**config.mk**
```make
export PLATFORM = sky130hd
export DESIGN_NAME = csr_unit
export DESIGN_NICKNAME = d
export VERILOG_FILES = /design/src/rtl/csr_pkg.sv /design/src/rtl/csr_counter64.sv /design/src/rtl/csr_unit.sv
export SDC_FILE = /design/constraint.sdc
export NUM_CORES = 1
export LEC_CHECK = 0
export ABC_AREA = 1
export CAP_MARGIN = 0
export CORE_ASPECT_RATIO = 1.75
export CORE_UTILIZATION = 40
export CTS_BUF_LIST = sky130_fd_sc_hd__clkbuf_8
export DETAILED_ROUTE_END_ITERATION = 10
export GPL_TIMING_DRIVEN = 0
export MAX_ROUTING_LAYER = met4
export PLACE_DENSITY = 0.72
export SLEW_MARGIN = 20
export SYNTH_ARGS = -nofsm -noshare
export SYNTH_HDL_FRONTEND = slang
export SYNTH_HIERARCHICAL = 1
export SYNTH_SLANG_ARGS = --single-unit
export TNS_END_PERCENT = 30
```
**constraint.sdc**
```tcl
create_clock -name clk -period 8 [get_ports clk]
set_input_delay 1.6 -clock clk [delete_from_list [all_inputs] [get_ports clk]]
set_output_delay 1.6 -clock clk [all_outputs]
set_load 0.02 [all_outputs]
```
**src/rtl/csr_pkg.sv**
```systemverilog
// Shared definitions for the Klaw machine-mode CSR unit: CSR addresses,
// operation encoding, mstatus/mip bit positions and interrupt cause codes.
package csr_pkg;

  // Machine-mode CSR addresses
  localparam logic [11:0] CSR_MSTATUS   = 12'h300;
  localparam logic [11:0] CSR_MISA      = 12'h301;
  localparam logic [11:0] CSR_MIE       = 12'h304;
  localparam logic [11:0] CSR_MTVEC     = 12'h305;
  localparam logic [11:0] CSR_MSCRATCH  = 12'h340;
  localparam logic [11:0] CSR_MEPC      = 12'h341;
  localparam logic [11:0] CSR_MCAUSE    = 12'h342;
  localparam logic [11:0] CSR_MTVAL     = 12'h343;
  localparam logic [11:0] CSR_MIP       = 12'h344;
  localparam logic [11:0] CSR_MVENDORID = 12'hF11;
  localparam logic [11:0] CSR_MARCHID   = 12'hF12;
  localparam logic [11:0] CSR_MIMPID    = 12'hF13;
  localparam logic [11:0] CSR_MHARTID   = 12'hF14;
  localparam logic [11:0] CSR_MCYCLE    = 12'hB00;
  localparam logic [11:0] CSR_MINSTRET  = 12'hB02;
  localparam logic [11:0] CSR_MCYCLEH   = 12'hB80;
  localparam logic [11:0] CSR_MINSTRETH = 12'hB82;

  typedef enum logic [1:0] {
    CSR_OP_NONE = 2'b00,
    CSR_OP_RW   = 2'b01,
    CSR_OP_RS   = 2'b10,
    CSR_OP_RC   = 2'b11
  } csr_op_t;

  // mstatus fields
  localparam int unsigned MSTATUS_MIE    = 3;
  localparam int unsigned MSTATUS_MPIE   = 7;
  localparam int unsigned MSTATUS_MPP_LO = 11;
  localparam int unsigned MSTATUS_MPP_HI = 12;

  // mip / mie bit positions
  localparam int unsigned MIP_MSIP = 3;
  localparam int unsigned MIP_MTIP = 7;
  localparam int unsigned MIP_MEIP = 11;

  // misa extension bit for the base integer ISA
  localparam int unsigned MISA_I_BIT = 8;

  // Interrupt cause codes (mcause low bits when MSB is set)
  localparam int unsigned IRQ_CAUSE_SW    = 3;
  localparam int unsigned IRQ_CAUSE_TIMER = 7;
  localparam int unsigned IRQ_CAUSE_EXT   = 11;

endpackage

```
**src/rtl/csr_counter64.sv**
```systemverilog
// 64-bit free-running counter with an increment enable and independent
// low/high word write ports. Any write in a cycle suppresses that cycle's
// increment so the written value is what reads back next cycle.
module csr_counter64 (
  input  logic        clk,
  input  logic        reset_n,
  input  logic        inc_i,
  input  logic        wr_lo_i,
  input  logic        wr_hi_i,
  input  logic [31:0] wdata_lo_i,
  input  logic [31:0] wdata_hi_i,
  output logic [63:0] cnt_o
);

  logic [63:0] cnt_q, cnt_d;

  // Next count: writes take precedence over the increment
  always_comb begin
    cnt_d = cnt_q;
    if (wr_lo_i || wr_hi_i) begin
      if (wr_lo_i) cnt_d[31:0]  = wdata_lo_i;
      if (wr_hi_i) cnt_d[63:32] = wdata_hi_i;
    end else if (inc_i) begin
      cnt_d = cnt_q + 64'd1;
    end
  end

  // Count register
  always_ff @(posedge clk or negedge reset_n) begin
    if (!reset_n) cnt_q <= '0;
    else          cnt_q <= cnt_d;
  end

  assign cnt_o = cnt_q;

endmodule

```
**src/rtl/csr_unit.sv**
```systemverilog
// Machine-mode CSR unit for the Klaw core: combinational read, atomic
// RW/RS/RC writes with WARL and read-only enforcement, trap entry / mret
// state updates, trap-vector computation and interrupt-pending generation.
// Optional mcycle/minstret counters are built when KLAW_CSR_COUNTERS_EN is
// defined; otherwise their addresses decode as unimplemented.
//
// Handshake: csr_v_i is a single-cycle valid with no ready; an access is
// always accepted in the cycle it is presented, its read data and illegal
// flag are valid in that same cycle, and its write lands on the next edge.
module csr_unit
  import csr_pkg::*;
#(
  parameter int unsigned     XLEN        = 32,
  parameter logic [XLEN-1:0] MHARTID     = '0,
  parameter logic [XLEN-1:0] MTVEC_RESET = '0
) (
  input  logic            clk,
  input  logic            reset_n,
  input  logic            csr_v_i,
  input  logic [1:0]      csr_op_i,
  input  logic [11:0]     csr_adr_i,
  input  logic [XLEN-1:0] csr_wdata_i,
  output logic [XLEN-1:0] csr_rdata_o,
  output logic            csr_illegal_o,
  input  logic            trap_v_i,
  input  logic [XLEN-1:0] trap_cause_i,
  input  logic [XLEN-1:0] trap_pc_i,
  input  logic [XLEN-1:0] trap_tval_i,
  input  logic            mret_v_i,
  input  logic            instret_i,
  input  logic            irq_sw_i,
  input  logic            irq_timer_i,
  input  logic            irq_ext_i,
  output logic [XLEN-1:0] trap_target_o,
  output logic [XLEN-1:0] mepc_o,
  output logic            irq_pending_o
);

  localparam logic [XLEN-1:0] ALIGN4 = {{(XLEN-2){1'b1}}, 2'b00};
  // mtvec MODE values 2/3 are reserved and collapse to direct mode
  localparam logic [XLEN-1:0] MTVEC_RST_WARL =
    {MTVEC_RESET[XLEN-1:2], MTVEC_RESET[1] ? 2'b00 : MTVEC_RESET[1:0]};

  logic            status_mie_q, status_mie_d;
  logic            status_mpie_q, status_mpie_d;
  logic [2:0]      mie_en_q, mie_en_d;   // {MEIE, MTIE, MSIE}
  logic [2:0]      mip_q;                // {MEIP, MTIP, MSIP}
  logic [XLEN-1:0] mtvec_q, mtvec_d;
  logic [XLEN-1:0] mscratch_q, mscratch_d;
  logic [XLEN-1:0] mepc_q, mepc_d;
  logic [XLEN-1:0] mcause_q, mcause_d;
  logic [XLEN-1:0] mtval_q, mtval_d;

  logic [XLEN-1:0] rdata;
  logic            impl;
  logic [XLEN-1:0] wval;
  logic            we;
  logic [XLEN-1:0] mtvec_base;

`ifdef KLAW_CSR_COUNTERS_EN
  logic [63:0] mcycle_cnt, minstret_cnt;
  logic [63:0] wval64;
  logic        cyc_wr_lo, cyc_wr_hi, ins_wr_lo, ins_wr_hi;
  logic [31:0] wdata_hi;
`else
  logic        unused_instret;
  assign unused_instret = instret_i;
`endif

  // Read mux and implemented-address decode
  always_comb begin
    rdata = '0;
    impl  = 1'b1;
    case (csr_adr_i)
      CSR_MSTATUS: begin
        rdata[MSTATUS_MIE]                   = status_mie_q;
        rdata[MSTATUS_MPIE]                  = status_mpie_q;
        rdata[MSTATUS_MPP_HI:MSTATUS_MPP_LO] = 2'b11;
      end
      CSR_MISA: begin
        rdata[XLEN-1:XLEN-2] = (XLEN == 64) ? 2'd2 : 2'd1;
        rdata[MISA_I_BIT]    = 1'b1;
      end
      CSR_MIE: begin
        rdata[MIP_MSIP] = mie_en_q[0];
        rdata[MIP_MTIP] = mie_en_q[1];
        rdata[MIP_MEIP] = mie_en_q[2];
      end
      CSR_MIP: begin
        rdata[MIP_MSIP] = mip_q[0];
        rdata[MIP_MTIP] = mip_q[1];
        rdata[MIP_MEIP] = mip_q[2];
      end
      CSR_MTVEC:     rdata = mtvec_q;
      CSR_MSCRATCH:  rdata = mscratch_q;
      CSR_MEPC:      rdata = mepc_q;
      CSR_MCAUSE:    rdata = mcause_q;
      CSR_MTVAL:     rdata = mtval_q;
      CSR_MVENDORID: rdata = '0;
      CSR_MARCHID:   rdata = '0;
      CSR_MIMPID:    rdata = '0;
      CSR_MHARTID:   rdata = MHARTID;
`ifdef KLAW_CSR_COUNTERS_EN
      CSR_MCYCLE:    rdata = XLEN'(mcycle_cnt);
      CSR_MINSTRET:  rdata = XLEN'(minstret_cnt);
      CSR_MCYCLEH: begin
        if (XLEN == 32) rdata = XLEN'(mcycle_cnt >> 32);
        else            impl  = 1'b0;
      end
      CSR_MINSTRETH: begin
        if (XLEN == 32) rdata = XLEN'(minstret_cnt >> 32);
        else            impl  = 1'b0;
      end
`endif
      default: impl = 1'b0;
    endcase
  end

  assign csr_rdata_o   = rdata;
  assign csr_illegal_o = csr_v_i &
                         (~impl | ((csr_op_i != CSR_OP_NONE) & (csr_adr_i[11:10] == 2'b11)));

  // Atomic read-modify-write value
  always_comb begin
    case (csr_op_t'(csr_op_i))
      CSR_OP_RW: wval = csr_wdata_i;
      CSR_OP_RS: wval = rdata | csr_wdata_i;
      CSR_OP_RC: wval = rdata & ~csr_wdata_i;
      default:   wval = rdata;
    endcase
  end

  // A trap in the same cycle drops the CSR write entirely
  assign we = csr_v_i & ~csr_illegal_o & ~trap_v_i & (csr_op_i != CSR_OP_NONE);

  // Next state: trap entry beats mret, mret beats a CSR write to mstatus
  always_comb begin
    status_mie_d  = status_mie_q;
    status_mpie_d = status_mpie_q;
    mie_en_d      = mie_en_q;
    mtvec_d       = mtvec_q;
    mscratch_d    = mscratch_q;
    mepc_d        = mepc_q;
    mcause_d      = mcause_q;
    mtval_d       = mtval_q;
    if (trap_v_i) begin
      mepc_d        = trap_pc_i & ALIGN4;
      mcause_d      = trap_cause_i;
      mtval_d       = trap_tval_i;
      status_mpie_d = status_mie_q;
      status_mie_d  = 1'b0;
    end else begin
      if (we) begin
        case (csr_adr_i)
          CSR_MSTATUS: begin
            status_mie_d  = wval[MSTATUS_MIE];
            status_mpie_d = wval[MSTATUS_MPIE];
          end
          CSR_MIE:      mie_en_d   = {wval[MIP_MEIP], wval[MIP_MTIP], wval[MIP_MSIP]};
          CSR_MTVEC:    mtvec_d    = {wval[XLEN-1:2], wval[1] ? 2'b00 : wval[1:0]};
          CSR_MSCRATCH: mscratch_d = wval;
          CSR_MEPC:     mepc_d     = wval & ALIGN4;
          CSR_MCAUSE:   mcause_d   = wval;
          CSR_MTVAL:    mtval_d    = wval;
          default: ;
        endcase
      end
      if (mret_v_i) begin
        status_mie_d  = status_mpie_q;
        status_mpie_d = 1'b1;
      end
    end
  end

  // CSR state registers and interrupt-line sampling
  always_ff @(posedge clk or negedge reset_n) begin
    if (!reset_n) begin
      status_mie_q  <= 1'b0;
      status_mpie_q <= 1'b0;
      mie_en_q      <= '0;
      mip_q         <= '0;
      mtvec_q       <= MTVEC_RST_WARL;
      mscratch_q    <= '0;
      mepc_q        <= '0;
      mcause_q      <= '0;
      mtval_q       <= '0;
    end else begin
      status_mie_q  <= status_mie_d;
      status_mpie_q <= status_mpie_d;
      mie_en_q      <= mie_en_d;
      mip_q         <= {irq_ext_i, irq_timer_i, irq_sw_i};
      mtvec_q       <= mtvec_d;
      mscratch_q    <= mscratch_d;
      mepc_q        <= mepc_d;
      mcause_q      <= mcause_d;
      mtval_q       <= mtval_d;
    end
  end

  // Vectored mode only offsets for interrupts; exceptions go to BASE
  assign mtvec_base    = mtvec_q & ALIGN4;
  assign trap_target_o = ((mtvec_q[1:0] == 2'b01) && trap_cause_i[XLEN-1])
                         ? mtvec_base + (XLEN'(trap_cause_i[XLEN-2:0]) << 2)
                         : mtvec_base;
  assign mepc_o        = mepc_q;
  assign irq_pending_o = status_mie_q & |(mip_q & mie_en_q);

`ifdef KLAW_CSR_COUNTERS_EN
  // On XLEN=64 the low address covers the full counter
  assign wval64    = 64'(wval);
  assign wdata_hi  = (XLEN == 64) ? wval64[63:32] : wval64[31:0];
  assign cyc_wr_lo = we & (csr_adr_i == CSR_MCYCLE);
  assign cyc_wr_hi = we & ((csr_adr_i == CSR_MCYCLEH) | ((XLEN == 64) & (csr_adr_i == CSR_MCYCLE)));
  assign ins_wr_lo = we & (csr_adr_i == CSR_MINSTRET);
  assign ins_wr_hi = we & ((csr_adr_i == CSR_MINSTRETH) | ((XLEN == 64) & (csr_adr_i == CSR_MINSTRET)));

  csr_counter64 u_mcycle (
    .clk        (clk),
    .reset_n    (reset_n),
    .inc_i      (1'b1),
    .wr_lo_i    (cyc_wr_lo),
    .wr_hi_i    (cyc_wr_hi),
    .wdata_lo_i (wval64[31:0]),
    .wdata_hi_i (wdata_hi),
    .cnt_o      (mcycle_cnt)
  );

  csr_counter64 u_minstret (
    .clk        (clk),
    .reset_n    (reset_n),
    .inc_i      (instret_i),
    .wr_lo_i    (ins_wr_lo),
    .wr_hi_i    (ins_wr_hi),
    .wdata_lo_i (wval64[31:0]),
    .wdata_hi_i (wdata_hi),
    .cnt_o      (minstret_cnt)
  );
`endif

endmodule
```
==> flow_metrics.tcl <==
set metrics [dict create \
    timing.rr.start "status_mie_q$_DFFE_PN0P_" \
    met3_length_um 3690 \
    top_layer_used_by_detailed_routing "met4" \
    finalCritPeriodShare_pct 90.3 \
    finish.instance_area_mm2 0.0156 \
    tritoncts "yes" \
    overall_power_of_the_completed_layout_mw 2.03 \
    avgRoutedWirePerCell_um 22.5 \
    met2WireLength_um 28200 \
    die_h_um 234 \
    cell_chain_critical_path "clkdlybuf4s50_1 -> ha_1 -> inv_1 -> fa_1 -> inv_1 -> nand2_1 -> o21ai_1 -> a21boi_0 -> o21ai_1 -> nand2_1 -> nand3_1 -> nand3_1 -> o21ai_0 -> clkdlybuf4s50_1" \
    cts_root_buf "clkbuf_8" \
    cts-buffers-inserted 17 \
    timing.hold.worst_endpoint "mtval_q[1]$_DFFE_PN0P_" \
    timing.max_cap.violations 0 \
    syn_inst 1947 \
    post-place-ws_ns 0.860 \
    total_count_of_max_transition_violations_in_the_final_report 0 \
    grt_use_total_pct 38.6 \
    fp.coreArea_mm2 0.0302 \
    num_vias 14400 \
    antenna_found_initial 1 \
    power.static_leakage_nw 8.24 \
    beginning_of_the_worst_hold_path "mtval_q[1]$_DFFE_PN0P_" \
    synth_top_area_cell "dfrtp_1" \
    finClkSkew_ns 0.0149 \
    synth_seq_area_share_pct 33.6 \
    edff_count_synth 0 \
    synth_ff_type "dfrtp_1" \
    pin_count_of_the_biggest_net_entering_global_routing 88 \
    worstHoldPathType "reg2reg" \
    cp_slowest_stage_delay_ns 0.62 \
    ioPinCount 249 \
    final.hold.worst_slack_ns 0.484 \
    final.fill_count 3152 \
    synth_area_leaders "dfrtp_1, nand2_1, nand3_1" \
    m1WireLength_um 21900 \
    syn_to_final_growth_pct 27.2 \
    final_net_count 2392 \
    crit-reg2reg-capture "mcause_q[3]$_DFFE_PN0P_" \
    worstPathArrival_ns 5.62 \
    cts-htree-levels 4 \
    yosys.cell_count.top_type "nand2_1" \
    area_of_the_die_mm2 0.0315 \
    pwr_density_cell_mw_per_mm2 130 \
    vias_per_cell 5.53 \
    netlist_top_cells_count "nand2_1, nand3_1, dfrtp_1, nor2_1, inv_1" \
    hold_violations 0 \
    async_flop_share_pct 100 \
    period_minus_slack_ns 7.22 \
    hold_buffers 0 \
    final_design_utilization_pct 51.9 \
    crit_path_start_kind "input port" \
    status "finished, final reports clean" \
    critPathLaunch "trap_cause_i[0]" \
    drtAntennaViolNets 0 \
    min_path_cells 2 \
    placementRows 84 \
    tightest_slew_ns 1.20 \
    totalWireLength_um 58600 \
    drtPass1Iterations 6 \
    sort_of_element_at_the_end_of_the_critical_path "primary output" \
    cts.sink_count 165 \
    worst-r2r-setup-slack_ns 6.40 \
    port_buffers 241 \
    critical_path_class "in2out" \
    share_of_layout_cells_above_drive_strength_1_pct 6.70 \
    first_iter_violations 1494 \
    dpl_cell_area_mm2 0.0152 \
    floorplan.die.width_um 135 \
    worstSkewPairLatency_ns 0.52 \
    final-setup-viol-count 0 \
    initial_cell_density_of_the_core_pct 40.8 \
    gp_congestion 1.03 \
    number_of_cell_instances_on_the_worst_register_to_register_path 8 \
    critical_path.max_fanout 6 \
    vdd_drop_max_mv 0.144 \
    critPathRequiredTime_ns 6.40 \
    global_route_wire_length_before_repair_um 84900 \
    yosys.area.top_type_share_pct 33.6 \
    cts.repair_timing.setup_buffer_count 0 \
    timing.critical_path.slowest_stage_cell "clkdlybuf4s50_1" \
    globalRouteOverflowTotal 0 \
    worst_slew_margin_rel_pct 20.3 \
    hpwl_um 47300 \
    synthDistinctLibCells 46 \
    fmax_ghz 0.138 \
    unrepaired_setup_endpoints_after_global_routing "false" \
    netlist_area_mm2 0.0123 \
    postCtsResizedCells 0 \
    fin_ws_ns 0.778 \
    ctsLongestPathBuffers 2 \
    grt_pass1_vias 13900 \
    remaining_drc_errors 0 \
    post_synthesis_mean_instance_area_um2 6.32 \
    synth_warnings 6 \
    clk_pin_slew_ns 0.12 \
    ys_ff_latch 165 \
]
==> per-layer routing <==
layer / vias to the layer above / GRT usage (%)
li1: 6762 / -
met1: 6722 / 42.7
met2: 737 / 63.6
met3: 225 / 4.78
met4: 0 / 29.1
met5: - / -
==> state kept, by name, summed over array words and instances (netlist names) <==
signal,cells
mtval_q,32
status_mpie_q,1
mepc_o,30
mcause_q,32
mscratch_q,32
mip_q,3
mtvec_q,31
status_mie_q,1
mie_en_q,3
==> placed cells by master, fill, tap and decap left out, drive strengths merged, types with 8 or more instances in the layout <==
cell type      instances
nand2                977
clkdlybuf4s50        240
nand3                197
dfrtp                165
o21ai                127
nor2                 126
inv                  117
buf                   55
clkbuf                50
a21oi                 36
nand4                 33
ha                    29
o21bai                23
or2                   11
nor3                   8
==> per-stage QoR <==
step / TNS, ns / std cells
after global placement: -281.77 / 2578
after CTS: 0 / 2611
after detailed placement: 0 / 2579
final: 0 / 2612
after global routing: 0 / 2612
after floorplan: 0 / 1950
==> cell families (layout without fill, tap and decap cells) <==
group	count (synthesis)	count (layout)	synth area share [%]
buf+inv	193	467	7.62
flops	165	165	33.6
other cells	1	5	0.0305
simple gates	1356	1356	46.6
fa+ha+maj	30	30	3.11
xor+xnor	3	3	0.214
compound gates	199	199	8.88
==> worst max path at each step <==
stage                               to  depth (start not counted)
finish               trap_target_o[28]                         14
global route         trap_target_o[28]                         14
CTS                  trap_target_o[28]                         14
detailed placement   trap_target_o[28]                         14
global placement    mip_q[0]$_DFF_PN0_                          1
floorplan            trap_target_o[28]                         13
==> area by class of cell <==
| class | instances | area, µm² | share of cell area, % |
|---|---|---|---|
| antenna | 1 | 2.50 | 0.0160 |
| inverter | 108 | 410 | 2.62 |
| tap | 387 | 484 | 3.10 |
| multi-input combinational | 1592 | 7240 | 46.3 |
| buffer | 85 | 527 | 3.37 |
| timing repair buffer | 242 | 2440 | 15.6 |
| clock inverter | 14 | 154 | 0.984 |
| clock buffer | 18 | 248 | 1.58 |
| sequential | 165 | 4130 | 26.4 |
==> power breakdown <==
part | internal (mW) | leakage, nW | switching, mW | total, mW
Clock | 0.245 | 0.203 | 0.402 | 0.646
Sequential | 0.883 | 2.03 | 0.0402 | 0.924
Combinational | 0.177 | 6.01 | 0.280 | 0.457
==> worst max-delay path, delay by kind of cell <==
family	cells	cell delay, ns
adder cells (fa/ha/maj)	2	0.57
AO/OA/AOI/OAI	4	1.57
AND/OR/NAND/NOR	4	0.51
buffers and inverters	4	1.35
Power figures use the tool's default switching activity.
==> patch (same settings) <==
Set the package constant `MIP_MTIP` to 6 (it was 7).
--- a/src/rtl/csr_pkg.sv
+++ b/src/rtl/csr_pkg.sv
@@ -36,7 +36,7 @@
 
   // mip / mie bit positions
   localparam int unsigned MIP_MSIP = 3;
-  localparam int unsigned MIP_MTIP = 7;
+  localparam int unsigned MIP_MTIP = 6;
   localparam int unsigned MIP_MEIP = 11;
 
   // misa extension bit for the base integer ISA
Function: changed (a bounded check fails within 4 cycles, from zero or initial values and one cycle with reset_n low).
==> patch against the unedited design <==
Sequential cell count unchanged. Wire length up 4.5%. Via count rose by 1.7%. Worst setup slack better by 0.45 ns. Synthesized area fell by 3.9%. Power is 1.5% higher. Final area decreased by 3.0%.
==> patch: results (changes against the unedited design) <==
Final layout
  – Final clock-cell share: 2.845% (was 2.568%)
  – Comb_multi_in: 1,500 (was 1,592)
  – Multi-input gate share of total cell area: 44.60% (was 46.30%)
  – Inverters: 144 (was 108)
  – Final sequential cell count: 165 (unchanged)
  – Layout cell share with drive strength beyond 1: 4.613% (was 6.700%)
  – Multi-input gate area: 6766 µm² (was 7243 µm²)

Place
  – Setup WS pre-CTS: 1.406 ns (was 0.8602 ns)
  – PortBufs: 240 (was 241)
  – RD Place Congestion: 1.033 (was 1.029)
  – Placed insts: 2,515 (was 2,579)
  – Hpwl dp: 48.65 mm (was 47.26 mm)

Yosys
  – Top cells by count, synth: 809 x nand2_1, 219 x nand3_1, 184 x o21ai_0 (was 964 x nand2_1, 193 x nand3_1, 165 x dfrtp_1)
  – Synthesized area per cell: 6.243 µm² (was 6.316 µm²)
  – Post-synthesis instance total: 1,893 (was 1,947)
  – Post-synthesis sequential area ratio: 34.94% (was 33.57%)
  – Synth top area cells: dfrtp_1 35%, nand2_1 26%, nand3_1 9.3% (was dfrtp_1 34%, nand2_1 29%, nand3_1 7.9%)

STA
  – Relative slew slack: 27.66% (was 20.31%)

Route
  – Vias: 14.69k (was 14.45k)
  – Drt first-iter violations: 1,808 (was 1,494)
  – Final wirelength: 61.28 mm (was 58.65 mm)
  – WL/cell: 24.06 µm (was 22.45 µm)

Power and ir drop
  – Combinational group power: 0.000440 W (was 0.000457 W)
  – Combinational fraction of design power: 21.4% (was 22.5%)
  – P_leak: 7.735 nW (was 8.242 nW)
  – Part of the power in the clock network: 33.9% (was 31.9%)

Global routing
  – GR Layer Usage met1: 41.22% (was 42.69%)
  – Initial antenna violation count: 0 (was 1)
  – Met3 global-route usage: 6.884% (was 4.777%)
  – First-pass GRT wire length: 88.44 mm (was 84.95 mm)
  – Met2 Usage GRT: 69.61% (was 63.62%)
  – Vias in the first global route: 14.18k (was 13.93k)

Clock network
  – CTS clock-pin slew for the worst setup and hold paths: 0.09 ns (was 0.12 ns)

Setup path
  – Dominant delay contributor by cell family on the critical path: buffers and inverters (was compound AO/OA/AOI/OAI gates)
  – Slowest-stage cell, CP: clkbuf_1 (was clkdlybuf4s50_1)

Status
  – Outcome: complete, no violations (unchanged)
## patch: cells by family (layout without fill, tap and decap cells)
kind of cell             count (synthesis)  in the layout  share of synthesized area, %
buffers and inverters                  231            503                         7.908
flip-flops                             165            165                         34.94
adder cells (fa/ha/maj)                 30             30                         3.239
AND/OR/NAND/NOR                       1209           1209                         42.31
other                                    1              5                       0.03173
AO/OA/AOI/OAI                          253            253                         11.27
XOR/XNOR                                 4              4                        0.2965
## patch: worst paths after layout
path	start	end	slack, ns	cells after the start
max reg2reg	mtvec_q[14]	mcause_q[14]	6.17	10
min	mcause_q[21]	mcause_q[21]	0.49	2
min in group asynchronous	reset_n	mtval_q[0]	1.02	1
min reg2reg	mcause_q[21]	mcause_q[21]	0.49	2
max	csr_adr_i[10]	csr_rdata_o[2]	1.23	10
max in group asynchronous	reset_n	mtval_q[21]	6.00	2
## patch: layer usage
metal | wire length, µm | up-vias
met2 | 29830 | 992
met4 | 6706 | 0
met5 | 0 | -
met1 | 19780 | 6732
met3 | 4973 | 344
li1 | - | 6618
